`src/rtl/tablero_nxn_maquina_if.sv`:
```
// Bus between the board input decoder / display driver and the N x N game
// controller.
//   erase            : synchronous new-game request (scores kept)
//   cuadro           : one-hot cell request, level held by the decoder
//   x, o             : cells owned by each player (index = row*N + col)
//   turnoX           : 1 = X to move
//   state            : controller state code
//   displayGanador*  : level flags, X or O has won the current game
//   displayEmpate    : level flag, current game is a draw
//   inc_*_score      : one-cycle pulse on a win
//   illegal_move     : one-cycle pulse on a rejected request
//   score_x, score_o : saturating games-won counters
interface tablero_nxn_maquina_if #(
  parameter int N       = 3,
  parameter int SCORE_W = 4
);
  logic                 erase;
  logic [N*N-1:0]       cuadro;
  logic [N*N-1:0]       x;
  logic [N*N-1:0]       o;
  logic                 turnoX;
  logic [3:0]           state;
  logic                 displayGanadorX;
  logic                 displayGanadorO;
  logic                 displayEmpate;
  logic                 inc_x_score;
  logic                 inc_o_score;
  logic                 illegal_move;
  logic [SCORE_W-1:0]   score_x;
  logic [SCORE_W-1:0]   score_o;

  modport master (
    output erase, cuadro,
    input  x, o, turnoX, state, displayGanadorX, displayGanadorO, displayEmpate,
           inc_x_score, inc_o_score, illegal_move, score_x, score_o
  );

  modport slave (
    input  erase, cuadro,
    output x, o, turnoX, state, displayGanadorX, displayGanadorO, displayEmpate,
           inc_x_score, inc_o_score, illegal_move, score_x, score_o
  );
endinterface

```
`src/rtl/tablero_nxn_maquina.sv`:
```
// N x N two-player X/O game controller. Accepts one-hot cell requests,
// enforces legal moves, alternates turns, scans the mover's lines one per
// cycle for a win and keeps saturating per-player scores.
//   clk_100MHz : system clock, all state on the rising edge
//   restart    : asynchronous active-high reset (board, scores, turn)
//   bus        : slave side of tablero_nxn_maquina_if (requests in, board,
//                flags, pulses and scores out)
//
// state   | meaning
// --------+--------------------------------------------------------------
// WAIT    | idle, accepting a single armed request on a free cell
// CHECK   | scanning line line_q of the player who just moved
// RELEASE | move done, waiting for the decoder to drop the request
// WIN_X   | X completed a line, holds until erase
// WIN_O   | O completed a line, holds until erase
// DRAW    | board full without a line, holds until erase
module tablero_nxn_maquina #(
  parameter int N       = 3,
  parameter int SCORE_W = 4,
  parameter int LINE_W  = 5
) (
  input  logic                    clk_100MHz,
  input  logic                    restart,
  tablero_nxn_maquina_if.slave    bus
);
  localparam int CELLS     = N * N;
  localparam int LAST_LINE = 2 * N + 1;
  localparam int MOVE_W    = $clog2(CELLS + 1);

  typedef enum logic [3:0] {
    WAIT    = 4'd0,
    CHECK   = 4'd1,
    RELEASE = 4'd2,
    WIN_X   = 4'd3,
    WIN_O   = 4'd4,
    DRAW    = 4'd5
  } state_t;

  state_t             state_q, state_d;
  logic [CELLS-1:0]   x_q, x_d, o_q, o_d;
  logic               turno_x_q, turno_x_d;
  logic               first_x_q, first_x_d;
  logic               armed_q, armed_d;
  logic [MOVE_W-1:0]  moves_q, moves_d;
  logic [LINE_W-1:0]  line_q, line_d;
  logic [SCORE_W-1:0] score_x_q, score_x_d, score_o_q, score_o_d;
  logic               inc_x_q, inc_x_d, inc_o_q, inc_o_d;
  logic               illegal_q, illegal_d;

  logic [CELLS-1:0]   line_mask;
  logic [CELLS-1:0]   mover;
  logic               line_hit;
  logic               one_hot;
  logic               free_cell;
  logic               idle_req;

  // Cell membership of the line under scan: rows, then columns, then the
  // main diagonal (row == col), then the anti-diagonal (row + col == N-1).
  always_comb begin
    line_mask = '0;
    for (int c = 0; c < CELLS; c++) begin
      if (int'(line_q) < N)
        line_mask[c] = (c / N == int'(line_q));
      else if (int'(line_q) < 2 * N)
        line_mask[c] = (c % N == int'(line_q) - N);
      else if (int'(line_q) == 2 * N)
        line_mask[c] = (c / N == c % N);
      else
        line_mask[c] = (c / N + c % N == N - 1);
    end
  end

  // turnoX only flips after the scan, so during CHECK it still names the mover.
  assign mover     = turno_x_q ? x_q : o_q;
  assign line_hit  = ((mover & line_mask) == line_mask);
  assign idle_req  = (bus.cuadro == '0);
  assign one_hot   = !idle_req && ((bus.cuadro & (bus.cuadro - CELLS'(1))) == '0);
  assign free_cell = ((bus.cuadro & (x_q | o_q)) == '0);

  always_ff @(posedge clk_100MHz or posedge restart) begin
    if (restart) begin
      state_q   <= WAIT;
      x_q       <= '0;
      o_q       <= '0;
      turno_x_q <= 1'b1;
      first_x_q <= 1'b1;
      armed_q   <= 1'b0;
      moves_q   <= '0;
      line_q    <= '0;
      score_x_q <= '0;
      score_o_q <= '0;
      inc_x_q   <= 1'b0;
      inc_o_q   <= 1'b0;
      illegal_q <= 1'b0;
    end else begin
      state_q   <= state_d;
      x_q       <= x_d;
      o_q       <= o_d;
      turno_x_q <= turno_x_d;
      first_x_q <= first_x_d;
      armed_q   <= armed_d;
      moves_q   <= moves_d;
      line_q    <= line_d;
      score_x_q <= score_x_d;
      score_o_q <= score_o_d;
      inc_x_q   <= inc_x_d;
      inc_o_q   <= inc_o_d;
      illegal_q <= illegal_d;
    end
  end

  always_comb begin
    state_d   = state_q;
    x_d       = x_q;
    o_d       = o_q;
    turno_x_d = turno_x_q;
    first_x_d = first_x_q;
    armed_d   = armed_q;
    moves_d   = moves_q;
    line_d    = line_q;
    score_x_d = score_x_q;
    score_o_d = score_o_q;
    inc_x_d   = 1'b0;
    inc_o_d   = 1'b0;
    illegal_d = 1'b0;

    // A request is only consumed once; the decoder must go idle to re-arm.
    if (idle_req)
      armed_d = 1'b1;

    if (bus.erase) begin
      state_d   = WAIT;
      x_d       = '0;
      o_d       = '0;
      moves_d   = '0;
      line_d    = '0;
      first_x_d = ~first_x_q;
      turno_x_d = ~first_x_q;
      armed_d   = idle_req;
    end else begin
      case (state_q)
        WAIT: begin
          if (armed_q && !idle_req) begin
            armed_d = 1'b0;
            if (one_hot && free_cell) begin
              if (turno_x_q)
                x_d = x_q | bus.cuadro;
              else
                o_d = o_q | bus.cuadro;
              moves_d = moves_q + MOVE_W'(1);
              line_d  = '0;
              state_d = CHECK;
            end else begin
              illegal_d = 1'b1;
            end
          end
        end
        CHECK: begin
          if (line_hit) begin
            if (turno_x_q) begin
              state_d = WIN_X;
              inc_x_d = 1'b1;
              if (score_x_q != '1)
                score_x_d = score_x_q + SCORE_W'(1);
            end else begin
              state_d = WIN_O;
              inc_o_d = 1'b1;
              if (score_o_q != '1)
                score_o_d = score_o_q + SCORE_W'(1);
            end
          end else if (line_q == LINE_W'(LAST_LINE)) begin
            if (moves_q == MOVE_W'(CELLS)) begin
              state_d = DRAW;
            end else begin
              turno_x_d = ~turno_x_q;
              state_d   = RELEASE;
            end
          end else begin
            line_d = line_q + LINE_W'(1);
          end
        end
        RELEASE: begin
          if (idle_req)
            state_d = WAIT;
        end
        default: ;
      endcase
    end
  end

  assign bus.x               = x_q;
  assign bus.o               = o_q;
  assign bus.turnoX          = turno_x_q;
  assign bus.state           = state_q;
  assign bus.displayGanadorX = (state_q == WIN_X);
  assign bus.displayGanadorO = (state_q == WIN_O);
  assign bus.displayEmpate   = (state_q == DRAW);
  assign bus.inc_x_score     = inc_x_q;
  assign bus.inc_o_score     = inc_o_q;
  assign bus.illegal_move    = illegal_q;
  assign bus.score_x         = score_x_q;
  assign bus.score_o         = score_o_q;
endmodule

```
`src/flat_wrapper.sv`:
```
// flat-port wrapper written by rule: the top's interface ports become plain ports
module tablero_nxn_maquina_flat 
#(
  parameter int N       = 3,
  parameter int SCORE_W = 4,
  parameter int LINE_W  = 5
)
  (clk_100MHz, restart, bus_erase, bus_cuadro, bus_x, bus_o, bus_turnoX, bus_state, bus_displayGanadorX, bus_displayGanadorO, bus_displayEmpate, bus_inc_x_score, bus_inc_o_score, bus_illegal_move, bus_score_x, bus_score_o);
  tablero_nxn_maquina_if #(.N(N), .SCORE_W(SCORE_W)) bus_i ();
  input  logic clk_100MHz;
  input  logic restart;
  input wire logic [$bits(bus_i.erase)-1:0] bus_erase;
  input wire logic [$bits(bus_i.cuadro)-1:0] bus_cuadro;
  output wire logic [$bits(bus_i.x)-1:0] bus_x;
  output wire logic [$bits(bus_i.o)-1:0] bus_o;
  output wire logic [$bits(bus_i.turnoX)-1:0] bus_turnoX;
  output wire logic [$bits(bus_i.state)-1:0] bus_state;
  output wire logic [$bits(bus_i.displayGanadorX)-1:0] bus_displayGanadorX;
  output wire logic [$bits(bus_i.displayGanadorO)-1:0] bus_displayGanadorO;
  output wire logic [$bits(bus_i.displayEmpate)-1:0] bus_displayEmpate;
  output wire logic [$bits(bus_i.inc_x_score)-1:0] bus_inc_x_score;
  output wire logic [$bits(bus_i.inc_o_score)-1:0] bus_inc_o_score;
  output wire logic [$bits(bus_i.illegal_move)-1:0] bus_illegal_move;
  output wire logic [$bits(bus_i.score_x)-1:0] bus_score_x;
  output wire logic [$bits(bus_i.score_o)-1:0] bus_score_o;
  assign bus_i.erase = bus_erase;
  assign bus_i.cuadro = bus_cuadro;
  assign bus_x = bus_i.x;
  assign bus_o = bus_i.o;
  assign bus_turnoX = bus_i.turnoX;
  assign bus_state = bus_i.state;
  assign bus_displayGanadorX = bus_i.displayGanadorX;
  assign bus_displayGanadorO = bus_i.displayGanadorO;
  assign bus_displayEmpate = bus_i.displayEmpate;
  assign bus_inc_x_score = bus_i.inc_x_score;
  assign bus_inc_o_score = bus_i.inc_o_score;
  assign bus_illegal_move = bus_i.illegal_move;
  assign bus_score_x = bus_i.score_x;
  assign bus_score_o = bus_i.score_o;
  tablero_nxn_maquina #(.N(N), .SCORE_W(SCORE_W), .LINE_W(LINE_W)) u_core (.clk_100MHz(clk_100MHz), .restart(restart), .bus(bus_i));
endmodule
```
`config.mk`:
```
export PLATFORM = sky130hd
export DESIGN_NAME = tablero_nxn_maquina_flat
export DESIGN_NICKNAME = d
export VERILOG_FILES = /design/src/rtl/tablero_nxn_maquina_if.sv /design/src/rtl/tablero_nxn_maquina.sv /design/src/flat_wrapper.sv
export SDC_FILE = /design/constraint.sdc
export NUM_CORES = 1
export LEC_CHECK = 0
export CORE_MARGIN = 2
export CORE_UTILIZATION = 40
export DETAILED_ROUTE_END_ITERATION = 12
export PLACE_DENSITY = 0.61
export SYNTH_ARGS = -nofsm -noshare
export SYNTH_HDL_FRONTEND = slang
export SYNTH_SLANG_ARGS = --single-unit
```
`constraint.sdc`:
```
create_clock -name clk_100MHz -period 4.85 [get_ports clk_100MHz]
set_input_delay 0.485 -clock clk_100MHz [delete_from_list [all_inputs] [get_ports clk_100MHz]]
set_output_delay 0.485 -clock clk_100MHz [all_outputs]
set_load 0.02 [all_outputs]
```
==> impl_metrics.py, run 1 <==
metrics = {
    "run_status": {
        "status": "completed",
    },
    "sta": {
        "timing.max_slew.rel_slack_pct": 50.3,
        "max_slew.worst_pin.slew_ns": 0.743,
        "final.setup_skew_ns": 0.00440,
        "fin_setup_tns_ns": 0,
        "timing.final.hold_violations": 0,
        "finalSetupViolCount": 0,
        "slew_viol_final": 0,
        "grt_setup_unrepaired": "false",
        "max_freq_ghz": 0.304,
        "timing.final.crit_period_ns": 3.29,
        "min_period_over_period_pct": 67.9,
    },
    "yosys": {
        "synth_top_family_by_area": "simple AND/OR/NAND/NOR gates",
        "synth_xor_area_share_pct": 2.32,
        "yosysUniqueCellTypes": 59,
        "asyncSetResetFlopFracSynth_pct": 100,
        "seq_area_frac_synth_pct": 41.8,
        "post_synth_main_area_contributors": "sky130_fd_sc_hd__dfrtp_1 40%, sky130_fd_sc_hd__nor2_1 4.7%, sky130_fd_sc_hd__a21oi_1 4.6%",
        "synth_compound_area_share_pct": 17.9,
        "muxShareOfSynthArea_pct": 5.97,
        "synth_flop_cell": "sky130_fd_sc_hd__dfrtp_1",
        "synth_top_area_cell": "sky130_fd_sc_hd__dfrtp_1",
        "postSynthCellCount": 288,
        "synth_simple_gate_area_share_pct": 22.2,
        "postSynthNetCount": 309,
        "post_synth_fa_ha_maj_area_fraction_pct": 4.27,
        "syn_area_mm2": 0.00264,
        "synth_largest_type_area_fraction_pct": 39.8,
        "yosys_register_bits": 44,
        "number_of_synthesized_flops_with_an_enable_pin": 0,
        "avgSynthCellArea_um2": 9.16,
        "synthesis.yosys.warnings": 0,
    },
    "drt": {
        "drt-pass1-iter-count": 4,
        "postRouteAntennaNets": 0,
        "num_vias": 2295,
        "route.detailed.vias_per_inst": 5.65,
        "wl_per_cell_um": 15.5,
        "drt_drc_violations_left": 0,
        "drt-initial-drc-count": 164,
        "wirelength_mm": 6.28,
    },
    "final_layout": {
        "final_layout_size_suffix_gt1_share_pct": 5.78,
        "n_antenna_cell": 0,
        "final_core_util_pct": 50.7,
        "flow.area_growth_from_synthesis_pct": 22.0,
        "finalNetCount": 349,
    },
    "clock_network": {
        "cts_resized": 0,
        "cts_hold_buf": 0,
        "insertion_delay_ns": 0.29,
        "clock-sinks": 44,
        "cts.reportedPaths.clkPinSlew_ns": 0.08,
        "cts_setup_buffers": 0,
        "tritoncts": "built",
        "clock-root-buffer": "sky130_fd_sc_hd__clkbuf_8",
        "tritoncts.num_buffers": 5,
        "htree_num_levels": 2,
        "cts.path.max_buffers": 2,
    },
    "critical_path": {
        "startpoint_type": "flip-flop",
        "critical_path_arrival_ns": 3.47,
        "largest_fanout_on_the_critical_path": 22,
        "critical_path.endpoint_type": "flip-flop",
        "crit_required_ns": 5.03,
        "worst-setup-path-type": "flip-flop to flip-flop",
    },
    "grt": {
        "grt_first_pass_wirelength_mm": 10.9,
        "antenna_found_initial": 0,
        "grt-ovfl-total": 0,
        "groute.usage.overall_pct": 18.3,
        "first_global_vias": 2205,
        "grt_start_max_net_pins": 45,
    },
    "placed_design": {
        "dpl.hpwl_mm": 4.51,
        "place.port_buffers": 47,
        "routabilityCongestion": 0.804,
    },
    "pwr": {
        "vdd.ir_drop.worst_v": 0.000148,
        "power_density_mw_per_mm2": 238,
        "leakage_nw": 1.31,
    },
    "die": {
        "fp.dieH_um": 85.2,
        "placement_rows": 29,
        "boundaryPins": 49,
        "dieWidth_um": 85.2,
        "fp.coreArea_mm2": 0.00635,
        "floorplan.die_area_mm2": 0.00726,
        "start_util_pct": 41.6,
    },
    "job": {
        "drv_cap": 0,
    },
    "hold_path": {
        "hp-class": "flip-flop to flip-flop",
    },
}
==> metal layers <==
metal | vias up | wire length [um] | global-route usage (%)
met5 | - | 0 | 0
met4 | 0 | 65 | 4.76
met3 | 7 | 261 | 3.02
met2 | 64 | 2910 | 28.8
met1 | 1096 | 3040 | 26.2
li1 | 1128 | - | -
==> state kept, by name, summed over array words and instances, names as in the netlist <==
name and flops:
u_core.bus.illegal_move 1, u_core.bus.score_x 4, u_core.first_x_q 1, u_core.bus.score_o 4, u_core.bus.x 9, u_core.bus.turnoX 1
u_core.line_q 5, u_core.moves_q 4, u_core.armed_q 1, u_core.bus.state 3, u_core.bus.inc_x_score 1, u_core.bus.o 9
u_core.bus.inc_o_score 1
==> power breakdown <==
part	switching (W)	total [W]	internal, W
combinational	0.0000576	0.000111	0.0000531
clock	0.000120	0.000236	0.000116
sequential	0.0000351	0.000421	0.000386
==> path summary, 6_finish.rpt <==
path	slack, ns	from	cells past startpoint	to
setup reg to reg	1.56	u_core.line_q[0]	9	u_core.bus.score_o[1]
min in group asynchronous	0.64	restart	3	u_core.moves_q[0]
hold reg to reg	0.53	u_core.bus.score_o[0]	1	u_core.bus.score_o[0]
setup / recovery	1.56	u_core.line_q[0]	9	u_core.bus.score_o[1]
hold / removal	0.53	u_core.bus.score_o[0]	1	u_core.bus.score_o[0]
max in group asynchronous	3.84	restart	3	u_core.first_x_q
==> cells in the mapped netlist, drive strengths merged, types with 3 or more instances <==
cell,count
nor2b,6
inv,12
dfrtp,42
nand2,17
ha,9
nor2,33
or3,3
mux2,6
nand2b,8
o31ai,3
a21oi,25
mux2i,9
nand4,6
nor4,5
o21ai,13
a31oi,3
a32oi,3
nor3,9
buf,10
xor2,5
clkbuf,6
nand3,13
==> layout by cell type (no fill, tap or decap), types with 9 or more instances in the layout <==
cell,Yosys,routed
sky130_fd_sc_hd__a21oi_1,24,24
sky130_fd_sc_hd__mux2i_1,9,9
sky130_fd_sc_hd__clkdlybuf4s50_1,0,47
sky130_fd_sc_hd__ha_1,9,9
sky130_fd_sc_hd__nand3_1,13,13
sky130_fd_sc_hd__nand2_1,17,17
sky130_fd_sc_hd__nor2_1,33,33
sky130_fd_sc_hd__dfrtp_1,42,42
sky130_fd_sc_hd__o21ai_0,12,12
sky130_fd_sc_hd__inv_1,12,11
sky130_fd_sc_hd__nor3_1,9,9
==> kinds of logic after synthesis <==
logic type / Yosys count
and+or+nand+nor: 114
AOI/OAI and AO/OA: 70
DFF: 44
buffers and inverters: 28
muxes: 15
adders and majority gates: 9
xor gates and xnor gates: 7
other: 1
==> stage by stage <==
stage	worst slack (ns)	hold slack, ns	cells	instance area [um2]	total power (W)
after detailed placement	1.55	0.512	398	3130	0.000539
after global placement	1.58	0.511	398	3130	0.000540
after CTS	1.54	0.529	406	3220	0.000779
after floorplan	2.43	0.504	288	2640	0.000493
final	1.56	0.528	406	3220	0.000768
after global routing	1.18	0.537	406	3220	0.000808
==> worst max-delay path, cell delays in order (launching register included) <==
cell                      delay [ns]
sky130_fd_sc_hd__dfrtp_1        0.51
sky130_fd_sc_hd__inv_1          0.15
sky130_fd_sc_hd__ha_1           0.31
sky130_fd_sc_hd__mux2i_1        0.16
sky130_fd_sc_hd__o21ai_0        0.08
sky130_fd_sc_hd__o21ai_0        0.18
sky130_fd_sc_hd__o311a_1        0.21
sky130_fd_sc_hd__nand3_1        0.54
sky130_fd_sc_hd__nor4_1         0.65
sky130_fd_sc_hd__mux2_1         0.37
==> cell type report <==
| cell class | instances | area [um2] |
|---|---|---|
| fill | 586 | 3130 |
| multi-input combinational | 216 | 1400 |
| sequential | 44 | 1100 |
| timing repair buffer | 49 | 485 |
| tap | 77 | 96.3 |
| clock buffer | 7 | 86.3 |
| inverter | 12 | 45.0 |
| clock inverter | 1 | 7.51 |
Power figures use the tool's default switching activity.
==> inputs of run 2 (changes only) <==
PLACE_DENSITY = 0.63   (was 0.61)
clock period = 3 ns   (was 4.85 ns; I/O delays follow)
==> run 2 against run 1 <==
Sequential power increased by 59%. Die area unchanged. Non-clock buffer count increased by 8. Sequential cell count unchanged. Worst setup slack got worse by 1.4 ns. Worst hold slack got worse by 0.13 ns. Critical path depth unchanged. Critical endpoint is now u_core.bus.score_x[1]. Final cell count increased by 2.0%. Clock skew increased by 0.00097 ns. Final area increased by 2.4%. Routed wire length increased by 5.0%.
==> impl_metrics.py, run 2 (synthesized netlist as in run 1, its figures left out) <==
metrics = {
    "critical_path": {
        "critical_path_arrival_ns": 3.02,
        "critical_path.endpoint_type": "flip-flop",
        "crit-reg2reg-capture": "u_core.bus.score_x[1]",
        "worst-setup-path-type": "flip-flop to flip-flop",
        "largest_fanout_on_the_critical_path": 22,
        "worst_setup_path_endpoint": "u_core.bus.score_x[1]",
        "worstSetupStartpoint": "u_core.line_q[1]",
        "startpoint_type": "flip-flop",
        "worstRegToRegCells": 9,
        "crit-reg2reg-launch": "u_core.line_q[1]",
        "ff2ff_setup_slack_ns": 0.17,
        "crit_required_ns": 3.19,
    },
    "sta": {
        "timing.final.crit_period_ns": 2.83,
        "slew_viol_final": 0,
        "fin_setup_tns_ns": 0,
        "timing.final.hold_violations": 0,
        "grt_setup_unrepaired": "false",
        "min_period_over_period_pct": 94.4,
        "max_freq_ghz": 0.353,
        "final.setup_skew_ns": 0.00537,
        "timing.max_slew.rel_slack_pct": 36.6,
        "max_slew.worst_pin.slew_ns": 0.945,
        "finalSetupViolCount": 0,
    },
    "die": {
        "dieWidth_um": 85.2,
        "fp.coreArea_mm2": 0.00635,
        "start_util_pct": 41.6,
        "boundaryPins": 49,
        "floorplan.die_area_mm2": 0.00726,
        "fp.dieH_um": 85.2,
        "placement_rows": 29,
    },
    "pwr": {
        "leakage_nw": 1.36,
        "pwr-share-comb_pct": 16.2,
        "power.share.clock_pct": 31.1,
        "p_sw_share_pct": 28.6,
        "power_density_mw_per_mm2": 384,
        "sequentialPowerShare_pct": 52.8,
        "switching_power_w": 0.000362,
        "totalPowerFinal_w": 0.00127,
        "vdd.ir_drop.worst_v": 0.000259,
        "cellInternalPower_w": 0.000906,
    },
    "clock_network": {
        "insertion_delay_ns": 0.30,
        "htree_num_levels": 2,
        "cts.reportedPaths.clkPinSlew_ns": 0.08,
        "tritoncts.num_buffers": 5,
        "clock-root-buffer": "sky130_fd_sc_hd__clkbuf_8",
        "cts.path.max_buffers": 2,
        "tritoncts": "built",
        "clock-sinks": 44,
        "cts_hold_buf": 0,
    },
    "drt": {
        "drt-pass1-iter-count": 4,
        "drt_drc_violations_left": 0,
        "postRouteAntennaNets": 0,
        "wirelength_mm": 6.59,
        "wl_per_cell_um": 15.9,
        "route.detailed.vias_per_inst": 5.65,
        "drt-initial-drc-count": 142,
        "num_vias": 2338,
    },
    "placed_design": {
        "dpl.hpwl_mm": 4.71,
        "place.port_buffers": 47,
        "routabilityCongestion": 0.907,
        "postPlaceCellArea_mm2": 0.00320,
        "number_of_placed_instances_with_taps_included": 406,
    },
    "grt": {
        "grt_start_max_net_pins": 32,
        "groute.usage.overall_pct": 18.9,
        "grt_first_pass_wirelength_mm": 11.0,
        "grt-ovfl-total": 0,
        "first_global_vias": 2241,
        "antenna_found_initial": 0,
    },
    "final_layout": {
        "fin_area_mm2": 0.00330,
        "flow.area_growth_from_synthesis_pct": 25.0,
        "fin_cells": 414,
        "finalNetCount": 357,
        "n_antenna_cell": 0,
        "final_core_util_pct": 51.9,
        "layout.cells.most_common": "sky130_fd_sc_hd__clkdlybuf4s50_1",
        "final_cell_mix": "47 x sky130_fd_sc_hd__clkdlybuf4s50_1, 42 x sky130_fd_sc_hd__dfrtp_1, 33 x sky130_fd_sc_hd__nor2_1",
        "final_layout_size_suffix_gt1_share_pct": 8.31,
    },
    "hold_path": {
        "hp-class": "primary input to asynchronous set/reset pin",
    },
    "run_status": {
        "status": "completed",
    },
    "job": {
        "drv_cap": 0,
    },
}
[run 2: cell count changes in the layout (fill, tap and decap cells not counted)]
cell | before | now
sky130_fd_sc_hd__nor4_1 | 5 | 4
sky130_fd_sc_hd__buf_12 | 0 | 1
sky130_fd_sc_hd__nor4_2 | 0 | 1
sky130_fd_sc_hd__buf_4 | 2 | 9
[run 2: cell type report]
cell class | instances | area, um2
multi-input combinational | 216 | 1400
clock buffer | 7 | 86.3
inverter | 12 | 45.0
clock inverter | 1 | 7.51
tap | 77 | 96.3
timing repair buffer | 57 | 558
sequential | 44 | 1100
fill | 582 | 3050
[run 2: per-layer routing]
metal | track usage (%) | vias to the layer above | wire length (um)
met2 | 29.6 | 55 | 3020
met4 | 6.06 | 0 | 82
met3 | 3.89 | 8 | 278
met1 | 26.3 | 1130 | 3210
met5 | 0 | - | 0
li1 | - | 1145 | -
[run 2: metrics by stage]
stage | hold slack (ns) | setup slack, ns
3_3_place_gp | 0.514 | 0.181
4_1_cts | 0.418 | 0.129
3_5_place_dp | 0.512 | 0.158
5_1_grt | 0.480 | 0.0376
6_report | 0.394 | 0.168
2_1_floorplan | 0.450 | 0.584
[run 2: worst max-delay path, stage by stage (launching register included)]
cell and delay, ns:
sky130_fd_sc_hd__dfrtp_1 0.49, sky130_fd_sc_hd__ha_1 0.37, sky130_fd_sc_hd__nand2b_1 0.23, sky130_fd_sc_hd__o22ai_1 0.14, sky130_fd_sc_hd__a21oi_1 0.19, sky130_fd_sc_hd__o32a_1 0.19, sky130_fd_sc_hd__nand3_1 0.13, sky130_fd_sc_hd__buf_12 0.18
sky130_fd_sc_hd__a311oi_1 0.40, sky130_fd_sc_hd__mux2_2 0.38
[run 2: what timing repair did]
item                                   in CTS  in global routing
endpoints found under the hold margin       0                  0
buffers inserted                            0                  0
setup endpoints to repair                   0                  1
resized for setup                           0                  1
[run 2: how the worst min path moves through the flow]
stage                                      from                     to  cells after the start
after floorplan                   bus_cuadro[0]        u_core.bus.o[0]                      2
after global placement         u_core.first_x_q       u_core.first_x_q                      1
after detailed placement  u_core.bus.score_o[0]  u_core.bus.score_o[0]                      1
after CTS                               restart    u_core.bus.state[2]                      2
after global routing                    restart    u_core.bus.state[2]                      2
final                                   restart      u_core.moves_q[1]                      2
[run 2: power groups by stage]
stage	registers, W	clock network, W	logic, W
after floorplan	0.000672	0	0.000125
after global placement	0.000679	0	0.000204
after detailed placement	0.000679	0	0.000205
after CTS	0.000667	0.000408	0.000206
after global routing	0.000674	0.000432	0.000225
final	0.000669	0.000394	0.000205
==> inputs of run 3 (changes only) <==
PLACE_DENSITY = 0.61   (was 0.63)
clock period = 2.95 ns   (was 3 ns; I/O delays follow)
==> run 3 against run 2 <==
Routed wire length increased by 1.5%. Critical path depth increased by 1. Global-route usage increased by 0.097 points. Sequential power increased by 2%. Clock skew increased by 0.0025 ns. Critical path type unchanged. Largest power group unchanged. Highest routed layer unchanged.
==> impl_metrics.py, run 3 (synthesized netlist as in run 1, its figures left out) <==
metrics = {
    "sta": {
        "timing.max_slew.rel_slack_pct": 32.0,
        "min_period_over_period_pct": 91.8,
        "timing.final.crit_period_ns": 2.71,
        "fin_setup_tns_ns": 0,
        "grt_setup_unrepaired": "false",
        "final.setup_skew_ns": 0.00785,
        "slew_viol_final": 0,
        "max_slew.worst_pin.slew_ns": 1.01,
        "timing.final.hold_violations": 0,
        "max_freq_ghz": 0.369,
        "finalSetupViolCount": 0,
    },
    "critical_path": {
        "critical_path_arrival_ns": 2.86,
        "critical_path.endpoint_type": "flip-flop",
        "startpoint_type": "flip-flop",
        "ordered_cell_list_for_the_critical_path": "inv_1 > ha_1 > inv_1 > o31ai_1 > a21oi_1 > o32a_1 > nand3_2 > buf_4 > a311o_1 > o221ai_1",
        "timing.critical_path.slowest_cell_delay_ns": 0.43,
        "ff2ff_setup_slack_ns": 0.24,
        "slowest_stage": "sky130_fd_sc_hd__dfrtp_1",
        "largest_fanout_on_the_critical_path": 14,
        "worst-setup-path-type": "flip-flop to flip-flop",
        "most_numerous_cell_on_the_critical_path": "sky130_fd_sc_hd__inv_1",
        "crit_required_ns": 3.11,
    },
    "final_layout": {
        "finalNetCount": 356,
        "layout.cells.most_common": "sky130_fd_sc_hd__clkdlybuf4s50_1",
        "fin_area_mm2": 0.00327,
        "n_antenna_cell": 0,
        "flow.area_growth_from_synthesis_pct": 24.0,
        "final_cell_mix": "47 x sky130_fd_sc_hd__clkdlybuf4s50_1, 42 x sky130_fd_sc_hd__dfrtp_1, 33 x sky130_fd_sc_hd__nor2_1",
        "final_layout_size_suffix_gt1_share_pct": 8.66,
        "fillCellCount": 614,
    },
    "grt": {
        "grt_first_pass_wirelength_mm": 11.0,
        "grt_start_max_net_pins": 35,
        "first_global_vias": 2164,
        "antenna_found_initial": 0,
        "groute.usage.overall_pct": 19.0,
        "grt-ovfl-total": 0,
    },
    "drt": {
        "met2_length_mm": 3.13,
        "drt-pass1-iter-count": 4,
        "drt-initial-drc-count": 131,
        "postRouteAntennaNets": 0,
        "route.detailed.vias_per_inst": 5.71,
        "wirelength_mm": 6.69,
        "route.layer.met1.wl_mm": 3.20,
        "drt_drc_violations_left": 0,
        "wl_per_cell_um": 16.2,
        "dr_wl_met3_um": 313,
        "num_vias": 2352,
        "top_layer": "met4",
    },
    "clock_network": {
        "tritoncts": "built",
        "cts.path.max_buffers": 2,
        "clock-root-buffer": "sky130_fd_sc_hd__clkbuf_8",
        "tritoncts.num_buffers": 5,
        "cts.reportedPaths.clkPinSlew_ns": 0.08,
        "insertion_delay_ns": 0.29,
        "clock-sinks": 44,
        "htree_num_levels": 2,
    },
    "run_status": {
        "status": "completed",
    },
    "die": {
        "floorplan.die_area_mm2": 0.00726,
        "start_util_pct": 41.6,
        "placement_rows": 29,
        "fp.dieH_um": 85.2,
        "dieWidth_um": 85.2,
        "boundaryPins": 49,
        "fp.coreArea_mm2": 0.00635,
    },
    "placed_design": {
        "routabilityCongestion": 0.820,
        "dpl.hpwl_mm": 4.86,
        "place.port_buffers": 47,
        "postPlaceCellArea_mm2": 0.00318,
    },
    "pwr": {
        "power_density_mw_per_mm2": 385,
        "vdd.ir_drop.worst_v": 0.000260,
        "leakage_nw": 1.34,
    },
    "hold_path": {
        "hp-class": "primary input to asynchronous set/reset pin",
    },
    "job": {
        "drv_cap": 0,
    },
}
-- run 3: changes by cell type in the layout (fill, tap and decap cells not counted), sizes merged --
| cell | previous run | this run |
|---|---|---|
| clkbuf | 7 | 5 |
| buf | 10 | 9 |
| clkinv | 1 | 2 |
-- run 3: layout make-up --
cell class	count	area [um2]	area share, %
timing repair buffer	56	538	16.4
clock buffer	5	68.8	2.10
clock inverter	2	12.5	0.382
sequential	44	1100	33.7
inverter	12	45.0	1.38
multi-input combinational	216	1410	43.0
tap	77	96.3	2.94
-- run 3: worst paths after layout --
kind	start	to	cells past startpoint
max in group asynchronous	restart	u_core.first_x_q	3
worst max register to register	u_core.line_q[1]	u_core.line_q[2]	10
worst min register to register	u_core.first_x_q	u_core.first_x_q	1
worst min-delay path	restart	u_core.armed_q	2
min in group clk_100MHz	u_core.first_x_q	u_core.first_x_q	1
worst max-delay path	u_core.line_q[1]	u_core.line_q[2]	10
-- run 3: through the flow --
stage | hold WS (ns) | std cells | power [W] | setup slack, ns | util (%)
after global placement | 0.513 | 405 | 0.000907 | 0.0918 | 50.0
after floorplan | 0.445 | 288 | 0.000810 | 0.534 | -
final | 0.413 | 412 | 0.00126 | 0.241 | 51.5
after CTS | 0.439 | 412 | 0.00127 | 0.0371 | 51.3
after detailed placement | 0.516 | 405 | 0.000907 | 0.0763 | 50.0
after global routing | 0.474 | 412 | 0.00133 | 0.0636 | 51.5
-- run 3: worst max-delay path: cells and delay by family, from the launching register on --
kind                     cells  cell delay (ns)
AO/OA/AOI/OAI                5             1.16
adder cells (fa/ha/maj)      1             0.31
buffers and inverters        3             0.47
AND/OR/NAND/NOR              1             0.20
flip-flops                   1             0.43
-- run 3: per-layer routing --
layer  global-route usage, %  vias up
met1                    28.5     1142
met5                       0        -
met4                    4.91        0
li1                        -     1141
met2                    28.4       62
met3                    3.21        7
-- run 3: power by group --
part | internal [W] | switching, W
Clock | 0.000161 | 0.000203
Sequential | 0.000634 | 0.0000457
Combinational | 0.000101 | 0.000116
-- run 3: timing repair --
action | in CTS | in global routing
hold buffers | 0 | 0
endpoints found under the setup margin | 0 | 12
buffers inserted | 0 | 0
resized for setup | 0 | 3
hold endpoints to repair | 0 | 0
